[config.mk]
export PLATFORM = sky130hd
export DESIGN_NAME = jts16_rom_slot
export DESIGN_NICKNAME = d
export VERILOG_FILES = /design/src/rtl/jts16_rom_slot.sv
export SDC_FILE = /design/constraint.sdc
export NUM_CORES = 1
export LEC_CHECK = 0
export BUFFER_PORTS_ARGS = -buffer_cell sky130_fd_sc_hd__buf_2
export CAP_MARGIN = 20
export CORE_MARGIN = 4
export CORE_UTILIZATION = 63
export CTS_CLUSTER_SIZE = 12
export DETAILED_ROUTE_END_ITERATION = 8
export PLACE_DENSITY = 0.85
export SYNTH_ARGS = -nofsm -noshare
export SYNTH_HDL_FRONTEND = slang
export SYNTH_SLANG_ARGS = --single-unit
[constraint.sdc]
create_clock -name clk -period 5.9 [get_ports clk]
set_input_delay 1.18 -clock clk [delete_from_list [all_inputs] [get_ports clk]]
set_output_delay 1.18 -clock clk [all_outputs]
set_load 0.02 [all_outputs]
[src/rtl/jts16_rom_slot.sv]
// jts16_rom_slot: single-client SDRAM read slot with a 2-entry cache; hits
// answer in one cycle, misses run one req/ack/dst/rdy fill at a time.
module jts16_rom_slot #(
    parameter int          DW     = 32,
    parameter int          AW     = 17,
    parameter logic [21:0] OFFSET = 22'd0
) (
    input  logic          clk,
    input  logic          rst_n,
    input  logic [AW-1:0] addr,
    input  logic          cs,
    input  logic          clr,
    output logic [DW-1:0] dout,
    output logic          ok,
    output logic [21:0]   sdram_addr,
    output logic          sdram_req,
    input  logic          sdram_ack,
    input  logic          data_dst,
    input  logic          data_rdy,
    input  logic [15:0]   data_read
);
    localparam int TW = DW == 8 ? AW - 1 : AW;
    localparam int CW = DW == 32 ? 32 : 16;

    typedef enum logic [1:0] {IDLE, REQ, WAIT, HIGH} state_t;

    state_t             state_q, state_d;
    logic [TW-1:0]      fill_tag_q, fill_tag_d, tag;
    logic [15:0]        low_q, low_d;
    logic [1:0][TW-1:0] tag_q, tag_d;
    logic [1:0][CW-1:0] data_q, data_d;
    logic [1:0]         valid_q, valid_d;
    logic               victim_q, victim_d, poison_q, poison_d, ok_r_q, ok_r_d;
    logic [DW-1:0]      dout_q, dout_d;
    logic [AW-1:0]      ok_addr_q, ok_addr_d;
    logic               hit0, hit1, fill_done, fill_ok;
    logic [CW-1:0]      fill_data;

    function automatic logic [DW-1:0] pick(input logic [CW-1:0] d, input logic b);
        return DW == 8 ? DW'(b ? d[15:8] : d[7:0]) : DW'(d);
    endfunction

    assign tag        = addr[AW-1:AW-TW];
    assign hit0       = valid_q[0] && tag_q[0] == tag;
    assign hit1       = valid_q[1] && tag_q[1] == tag;
    assign fill_done  = data_rdy && (state_q == HIGH || (state_q == WAIT && DW != 32));
    assign fill_data  = CW'(DW == 32 ? {data_read, low_q} : {16'd0, data_read});
    // a fill overlapped by clr still completes the handshake but is never used
    assign fill_ok    = fill_done && !poison_q && !clr;
    assign sdram_req  = state_q == REQ;
    assign sdram_addr = (DW == 32 ? 22'({fill_tag_q, 1'b0}) : 22'(fill_tag_q)) + OFFSET;
    assign dout       = dout_q;
    assign ok         = cs && ok_r_q && addr == ok_addr_q;

    always_comb begin
        state_d    = state_q;
        fill_tag_d = fill_tag_q;
        low_d      = low_q;
        tag_d      = tag_q;
        data_d     = data_q;
        valid_d    = valid_q;
        victim_d   = victim_q;
        poison_d   = poison_q;
        ok_r_d     = ok_r_q;
        dout_d     = dout_q;
        ok_addr_d  = ok_addr_q;
        if (state_q == IDLE && cs && !hit0 && !hit1) begin
            state_d    = REQ;
            fill_tag_d = tag;
            poison_d   = 1'b0;
        end
        if (state_q == REQ && sdram_ack) state_d = WAIT;
        if (state_q == WAIT && data_dst) begin
            low_d   = data_read;
            state_d = DW == 32 ? HIGH : state_q;
        end
        if (clr && state_q != IDLE) poison_d = 1'b1;
        if (cs) begin
            ok_r_d    = hit0 || hit1;
            dout_d    = hit0 ? pick(data_q[0], addr[0]) : hit1 ? pick(data_q[1], addr[0]) : dout_q;
            ok_addr_d = addr;
        end
        if (fill_done) begin
            state_d           = IDLE;
            victim_d          = !victim_q;
            tag_d[victim_q]   = fill_tag_q;
            data_d[victim_q]  = fill_data;
            valid_d[victim_q] = !poison_q;
        end
        // a fill for the address being asked for answers straight away
        if (fill_ok && cs && fill_tag_q == tag) begin
            dout_d    = pick(fill_data, addr[0]);
            ok_r_d    = 1'b1;
            ok_addr_d = addr;
        end
        if (clr) begin
            valid_d = '0;
            ok_r_d  = 1'b0;
        end
    end

    always_ff @(posedge clk) begin
        if (!rst_n) begin
            state_q    <= IDLE;
            fill_tag_q <= '0;
            low_q      <= '0;
            tag_q      <= '0;
            data_q     <= '0;
            valid_q    <= '0;
            victim_q   <= 1'b0;
            poison_q   <= 1'b0;
            ok_r_q     <= 1'b0;
            dout_q     <= '0;
            ok_addr_q  <= '0;
        end else begin
            state_q    <= state_d;
            fill_tag_q <= fill_tag_d;
            low_q      <= low_d;
            tag_q      <= tag_d;
            data_q     <= data_d;
            valid_q    <= valid_d;
            victim_q   <= victim_d;
            poison_q   <= poison_d;
            ok_r_q     <= ok_r_d;
            dout_q     <= dout_d;
            ok_addr_q  <= ok_addr_d;
        end
    end
endmodule
==> results of run 1 <==
worst register-to-register path, delay by kind of cell (launching register included):
kind	cells	cell delay, ns
buf+inv	2	0.94
xor+xnor	1	0.21
simple gates	2	0.20
compound gates	3	1.12
flops	1	0.37
through the flow:
stage / util / hold WS [ns] / instance area (sq um)
2_1_floorplan: - / 0.437 / 8850
3_3_place_gp: 0.663 / 0.442 / 9160
3_5_place_dp: 0.663 / 0.447 / 9160
4_1_cts: 0.703 / 0.456 / 9720
5_1_grt: 0.705 / 0.469 / 9740
6_report: 0.705 / 0.454 / 9740
where the power goes:
part	internal (mW)	switching (mW)	total, mW
registers	1.28	0.0289	1.31
clock network	0.595	0.509	1.10
logic	0.0714	0.138	0.209
final timing paths:
check                                start         end  slack (ns)  depth (start not counted)
worst max-delay path               addr[4]          ok        2.37                          6
worst min-delay path            data_q[44]  data_q[44]        0.45                          2
worst max register to register   tag_q[14]      ok_r_q        2.97                          8
worst min register to register  data_q[44]  data_q[44]        0.45                          2
kinds of logic (layout without fill, tap and decap cells):
group,count (synthesis),after routing
and+or+nand+nor,409,409
AOI/OAI and AO/OA,288,288
DFF,187,187
buffers and inverters,124,139
xor gates and xnor gates,68,68
muxes,17,17
other,1,5
cell type report:
cell class	instances	area (sq um)
Multi-Input combinational cell	787	4610
Fill cell	1041	4090
Sequential cell	187	3740
Timing Repair Buffer	106	596
Clock buffer	19	443
Tap cell	180	225
Clock inverter	13	118
Inverter	1	6.26
registers in the layout, summed over array words and instances, names as in the netlist:
| register | flops |
|---|---|
| fill_tag_q | 17 |
| dout | 32 |
| victim_q | 1 |
| valid_q | 2 |
| poison_q | 1 |
| low_q | 16 |
| tag_q | 34 |
| data_q | 64 |
| ok_r_q | 1 |
| state_q | 2 |
| ok_addr_q | 17 |
layout by cell type, fill, tap and decap left out, types with 2 or more instances in the layout:
cell,n
nand2_1,233
dfxtp_1,187
a21oi_1,168
buf_2,90
nor2_1,56
xor2_1,52
nand4_1,37
nor3b_1,33
o22ai_1,32
a41oi_1,32
o31ai_2,30
nand3_1,23
mux2i_1,17
a21bo_2,17
clkbuf_16,17
xnor2_1,15
buf_4,14
nor4_1,13
conb_1,5
clkinvlp_4,5
clkinv_2,3
inv_6,3
nor2b_1,2
or2_2,2
o31ai_1,2
buf_12,2
metal layers:
metal  up-vias  global-route usage  wire length, um
met5         -                   0                0
met4         0               0.121              578
met3        60              0.0560             2150
met2       450               0.468            11200
met1      3842               0.387             9900
li1       3800                   -                -
==> qor.csv, run 1 <==
metric;value;unit
Worst setup EP type;output pin;
top cells by area, synth;dfxtp_1 42%, nand2_1 9.9%, a21oi_1 9.5%;
vias per inst;6.30;
DRT antenna net count;0;
synth warn;0;
CP bufs+invs;2;
ant diodes;0;
Resize count post-CTS;0;
Root Buffer;clkbuf_16;
Synth Area in XOR/XNOR;0.0674;
minimum clock period;3.53;ns
cell with the most instances after synthesis;nand2_1;
CP cell instances;buf_2 -> xor2_1 -> nor4_1 -> nand4_1 -> nor4_1 -> buf_2;
drt pass-1 iters;5;
final worst slack;2.37;ns
H-Tree Depth;4;
dpl ws;2.11;ns
HPWL after DPL;13700;um
CP max stage delay;0.28;ns
Min-Delay Path Class;reg2reg;
main combinational cell family by area after synthesis;compound AO/OA/AOI/OAI gates;
Synth top area share;0.424;
Layout Skew;0.00649;ns
Pleak;3.51;nW
gr usage total;0.291;
Crit Path Max Fanout;6;
Avg WL per Cell;18.4;um
power per cell area;270;nW/um^2
antenna violations before repair;0;
CTS buffer count;17;
total clock sinks;187;
post-synth top area cell;dfxtp_1;
Unique masters post-synth;40;
Port Buf Inserts;90;
maximum vdd drop;201;uV
placed insts;1260;
Max Cap Violations;0;
crit path DAT;2.35;ns
Fin Setup TNS;0;ns
actual slew at the worst max-slew pin;1.12;ns
Clock Latency Late Sink;0.44;ns
IO Pins;96;
final-report setup violation count;0;
post-synthesis simple-gate area fraction;0.211;
Post-Syn Instances;1094;
status;completed;
# DRC;0;
postcts setup bufs;0;
Rel. slew slack;0.252;
fraction of layout cells with a size suffix above 1;0.175;
Top delay family on crit path;simple AND/OR/NAND/NOR gates;
CTS max path bufs;2;
Non-Filler Instances;1293;
Synth Area in Adders;0;
post-synthesis compound-gate area fraction;0.219;
synthesized cell area;8840;sq um
area grow syn2layout;10.3;%
final net count;1140;
Die Y;126;um
Worst EP required;4.72;ns
Reg clk slew, reported paths;0.07;ns
vias in the first global route;7794;
core area;13800;sq um
final max-slew violation count;0;
synthesized area per cell;8.08;sq um
Worst path slowest cell;nor4_1;
via count;8152;
largest net degree at the start of global routing;107;
Remaining Overflow, GRT;0;
post-synthesis register bit count;187;
Starting DRT DRC Count;983;
f_max;283;MHz
TritonCTS clock tree;built;
prevailing post-synth register cell;dfxtp_1;
EDFF count, synth;0;
RSZ-0062 raised after global routing;no;
Final Hold Viols;0;
Total Power;2.63;mW
Post-synth ARST share;0;
first-pass GRT wire length;38500;um
Tcrit/Tclk final;0.599;
register area share after synthesis;0.424;
CTS Hold Bufs;0;
Routed WL;23800;um
multiplexer area fraction after synthesis;0.0193;
initial core utilization;0.639;
row count;43;
die area;16000;sq um
GP Congestion;0.844;
Die Span X;126;um
Crit Path Class;in2out;
commonest cells in the netlist;233 x nand2_1, 187 x dfxtp_1, 168 x a21oi_1, 92 x clkbuf_1, 57 x nor2_1;
startpoint types;input pin;
Power figures use the tool's default switching activity.
==> inputs of run 2 (changes only) <==
- CORE_UTILIZATION: 63 -> 53
- PLACE_DENSITY: 0.85 -> 0.76
- clock period: 5.9 -> 2.9 ns (I/O delays scaled with it)
==> run 2 against run 1 <==
Clock power up 110%. Via count down 2.1%. Largest cell class unchanged. Non-clock buffer count increased by 14. Highest routed layer unchanged. Critical path depth increased by 1. Sequential share of layout area decreased by 0.95 points. First-iteration DRC count down 15%. Combinational power is 110% higher. Clock skew up 0.0014 ns. Power up 110%. Wire length is 3.7% higher. Sequential power is 100% higher. Count of clock-buffer cells in the layout unchanged.
==> qor.csv, run 2 (synthesized netlist as in run 1, its figures left out) <==
metric;value;unit
status;completed;
via count;7978;
CP cell instances;nand3_1 -> nor4_1 -> nand4_1 -> or2_2 -> buf_4 -> a41oi_1 -> o31ai_2;
initial core utilization;0.548;
Die Span X;137;um
final max-slew violation count;0;
clock network power share;0.431;
HPWL after DPL;15300;um
H-Tree Depth;4;
core area;16100;sq um
ant diodes;0;
Switching Power;1.34;mW
postcts setup bufs;0;
Top delay family on crit path;simple AND/OR/NAND/NOR gates;
Final Hold Viols;0;
Resize count post-CTS;0;
total clock sinks;187;
actual slew at the worst max-slew pin;0.808;ns
Remaining Overflow, GRT;0;
vias per inst;5.94;
Starting DRT DRC Count;835;
die area;18800;sq um
first-pass GRT wire length;39300;um
power per cell area;548;nW/um^2
Tcrit/Tclk final;0.872;
Flop pwr share;0.487;
Avg WL per Cell;18.4;um
CTS max path bufs;2;
CP bufs+invs;1;
RSZ-0062 raised after global routing;no;
drt pass-1 iters;6;
antenna violations before repair;0;
Die Y;137;um
leading cell type in the layout, fill and taps excluded;nand2_1;
DRT antenna net count;0;
Crit Path Max Fanout;47;
commonest non-fill, non-tap cells in the layout;232 x nand2_1, 187 x dfxtp_1, 168 x a21oi_1;
CTS Hold Bufs;0;
Clock Latency Late Sink;0.43;ns
GP Congestion;0.880;
area grow syn2layout;13.1;%
Reg clk slew, reported paths;0.07;ns
Final Util;0.620;
final-report setup violation count;0;
startpoint types;register;
gr usage total;0.262;
Fin Setup TNS;0;ns
vias in the first global route;7319;
Worst path slowest cell;dfxtp_1;
Top reg by flops;data_q;
Port Buf Inserts;90;
maximum vdd drop;458;uV
TritonCTS clock tree;built;
Pleak;3.62;nW
crit path DAT;2.84;ns
Routed WL;24700;um
# fillers;1406;
f_max;395;MHz
# DRC;0;
CP max stage delay;0.48;ns
Sw Ratio;0.244;
Comb power frac;0.082;
final net count;1154;
CTS buffer count;17;
minimum clock period;2.53;ns
row count;46;
internal power;4.14;mW
Crit Path Class;reg2reg;
Root Buffer;clkbuf_16;
max reg flops;64;
hold_ws;0.415;ns
placed insts;1311;
Rel. slew slack;0.459;
largest net degree at the start of global routing;50;
Layout Skew;0.00785;ns
Worst setup EP type;register;
Worst EP required;3.21;ns
Min-Delay Path Class;in2reg;
fraction of layout cells with a size suffix above 1;0.186;
Non-Filler Instances;1343;
Max Cap Violations;0;
IO Pins;96;
-- run 2: cell types whose count changed in the layout (fill, tap and decap cells not counted), sizes merged --
| cell | delta |
|---|---|
| buf | +14 |
| inv | -3 |
| bufinv | +2 |
| clkinv | +2 |
| clkinvlp | -1 |
-- run 2: metrics by stage --
stage / worst slack, ns / instance area [sq um] / total power [mW]
after floorplan: 0.273 / 8850 / 3.01
after global placement: 0.301 / 9400 / 3.16
after detailed placement: 0.247 / 9400 / 3.16
after CTS: 0.397 / 9990 / 5.49
after global routing: 0.172 / 9990 / 5.65
final: 0.370 / 9990 / 5.47
-- run 2: power by group through the flow --
stage / clock (mW) / combinational (mW) / sequential [mW]
2_1_floorplan: 0 / 0.280 / 2.73
3_3_place_gp: 0 / 0.434 / 2.72
3_5_place_dp: 0 / 0.437 / 2.72
4_1_cts: 2.38 / 0.441 / 2.67
5_1_grt: 2.50 / 0.479 / 2.67
6_report: 2.36 / 0.447 / 2.67
-- run 2: tightest hold or removal path, cell delays in order --
cell	delay [ns]
buf_2	0.12
nand2_1	0.05
a21oi_1	0.05
-- run 2: layout make-up --
| type | instances | area (sq um) | share of cell area |
|---|---|---|---|
| clock buffer | 19 | 443 | 0.0443 |
| sequential | 187 | 3740 | 0.375 |
| clock inverter | 13 | 150 | 0.0150 |
| tap | 216 | 270 | 0.0271 |
| timing repair buffer | 120 | 763 | 0.0764 |
| multi-input combinational | 787 | 4610 | 0.462 |
| inverter | 1 | 6.26 | 0.000626 |
-- run 2: per-layer routing --
layer	GRT usage	share of wire	vias to the layer above	routed length, um
li1	-	-	3835	-
met1	0.369	0.45	3791	11100
met2	0.414	0.47	318	11500
met3	0.0456	0.070	34	1720
met4	0.0732	0.014	0	341
met5	0	0	-	0
-- run 2: worst paths after layout --
path                 to  depth (start not counted)  slack [ns]           from
max             dout[3]                          7        0.37     state_q[0]
min          data_q[28]                          3        0.42  data_read[12]
max reg2reg     dout[3]                          7        0.37     state_q[0]
min reg2reg  data_q[48]                          2        0.46     data_q[48]
==> inputs of run 3 (changes only) <==
- PLACE_DENSITY: 0.76 -> 0.72
==> run 3 against run 2 <==
Sequential share of layout area rose by 0.33 points. Global-route usage up 0.69 points. Hold slack better by 0.014 ns. Count of clock-buffer cells in the layout up 6. Utilization shrank 0.54 points. Clock power shrank 4%. Non-clock buffer count down 3. Power shrank 1.7%. Wire length rose by 1.2%. Sequential power about the same. Worst setup slack improved by 0.096 ns. Critical endpoint is now ok. Largest cell class unchanged.
==> qor.csv, run 3 (synthesized netlist as in run 1, its figures left out) <==
metric;value;unit
Tcrit/Tclk final;0.839;
ant diodes;0;
Max Cap Violations;0;
Rel. slew slack;0.499;
postcts setup bufs;0;
Reg area;3740;sq um
final net count;1151;
Post-Layout Inst Area;9900;sq um
largest net degree at the start of global routing;66;
Avg WL per Cell;18.6;um
leading cell type in the layout, fill and taps excluded;nand2_1;
fraction of layout cells with a size suffix above 1;0.182;
Reg clk slew, reported paths;0.06;ns
area grow syn2layout;12.1;%
initial core utilization;0.548;
die area;18800;sq um
max reg flops;64;
Worst setup EP type;output pin;
final max-slew violation count;0;
CTS buffer count;17;
GP Congestion;0.812;
Fin Setup TNS;0;ns
CTS Hold Bufs;0;
final-report setup violation count;0;
status;completed;
via count;7990;
power per cell area;543;nW/um^2
first-pass GRT wire length;40000;um
Area after DPL;9340;sq um
maximum vdd drop;406;uV
# DRC;0;
minimum clock period;2.43;ns
Clock Latency Late Sink;0.43;ns
Min-Delay Path Class;in2reg;
IO Pins;96;
# fillers;1431;
Starting DRT DRC Count;819;
Layout Skew;0.00504;ns
DRT antenna net count;0;
Root Buffer;clkbuf_16;
area used by multi-input combinational logic;4610;sq um
commonest non-fill, non-tap cells in the layout;232 x nand2_1, 187 x dfxtp_1, 168 x a21oi_1;
Routed WL;25000;um
core area;16100;sq um
TritonCTS clock tree;built;
Port Buf Inserts;90;
actual slew at the worst max-slew pin;0.752;ns
Final Hold Viols;0;
hold_ws;0.429;ns
Die Span X;137;um
Crit Path Class;in2out;
crit path DAT;1.85;ns
RSZ-0062 raised after global routing;no;
Top reg by flops;data_q;
total clock sinks;187;
vias per inst;5.97;
Remaining Overflow, GRT;0;
gr usage total;0.269;
Crit Path Max Fanout;6;
f_max;411;MHz
drt pass-1 iters;5;
row count;46;
Die Y;137;um
Final Util;0.615;
HPWL after DPL;15100;um
Pleak;3.59;nW
Total Power;5.38;mW
startpoint types;input pin;
Worst EP required;2.32;ns
CTS max path bufs;2;
antenna violations before repair;0;
Resize count post-CTS;0;
vias in the first global route;7459;
H-Tree Depth;4;
==> run 3: changes by cell type in the layout (fill, tap and decap cells not counted) <==
cell | before | now
bufinv_16 | 3 | 1
clkinv_2 | 6 | 3
clkbuf_8 | 1 | 5
clkbuf_1 | 1 | 3
clkinvlp_4 | 4 | 1
clkinv_4 | 0 | 1
buf_12 | 7 | 4
==> run 3: final timing paths <==
kind	startpoint	end	slack, ns	cells after the start
setup / recovery	addr[9]	ok	0.47	6
hold / removal	data_read[1]	data_q[49]	0.43	3
setup reg to reg	state_q[0]	dout[28]	0.48	7
hold reg to reg	data_q[47]	data_q[47]	0.45	2
==> run 3: metal layers <==
| metal | GRT usage | part of all wire |
|---|---|---|
| met5 | 0 | 0 |
| met4 | 0.0876 | 0.017 |
| met3 | 0.0449 | 0.072 |
| met2 | 0.418 | 0.47 |
| met1 | 0.382 | 0.44 |
==> run 3: layout make-up <==
type / instances / area share
timing repair buffer: 117 / 0.0710
tap: 216 / 0.0273
clock buffer: 25 / 0.0510
clock inverter: 6 / 0.00619
sequential: 187 / 0.378
inverter: 1 / 0.000632
multi-input combinational: 787 / 0.466
==> run 3: stage by stage <==
stage	setup WS, ns	cells
floorplan	0.273	1098
global placement	0.306	1308
detailed placement	0.250	1308
CTS	0.457	1339
global route	0.245	1339
finish	0.466	1339
==> run 3: critical path, stage by stage <==
cell and delay [ns]:
buf_2 0.16, xor2_1 0.19, nor4_1 0.28, nand4_1 0.15
nor4_1 0.26, buf_2 0.23
==> run 3: power by group <==
part	internal (mW)	total [mW]	switching, mW
clock network	1.29	2.26	0.972
logic	0.153	0.447	0.294
registers	2.61	2.67	0.0543
total	4.06	5.38	1.32
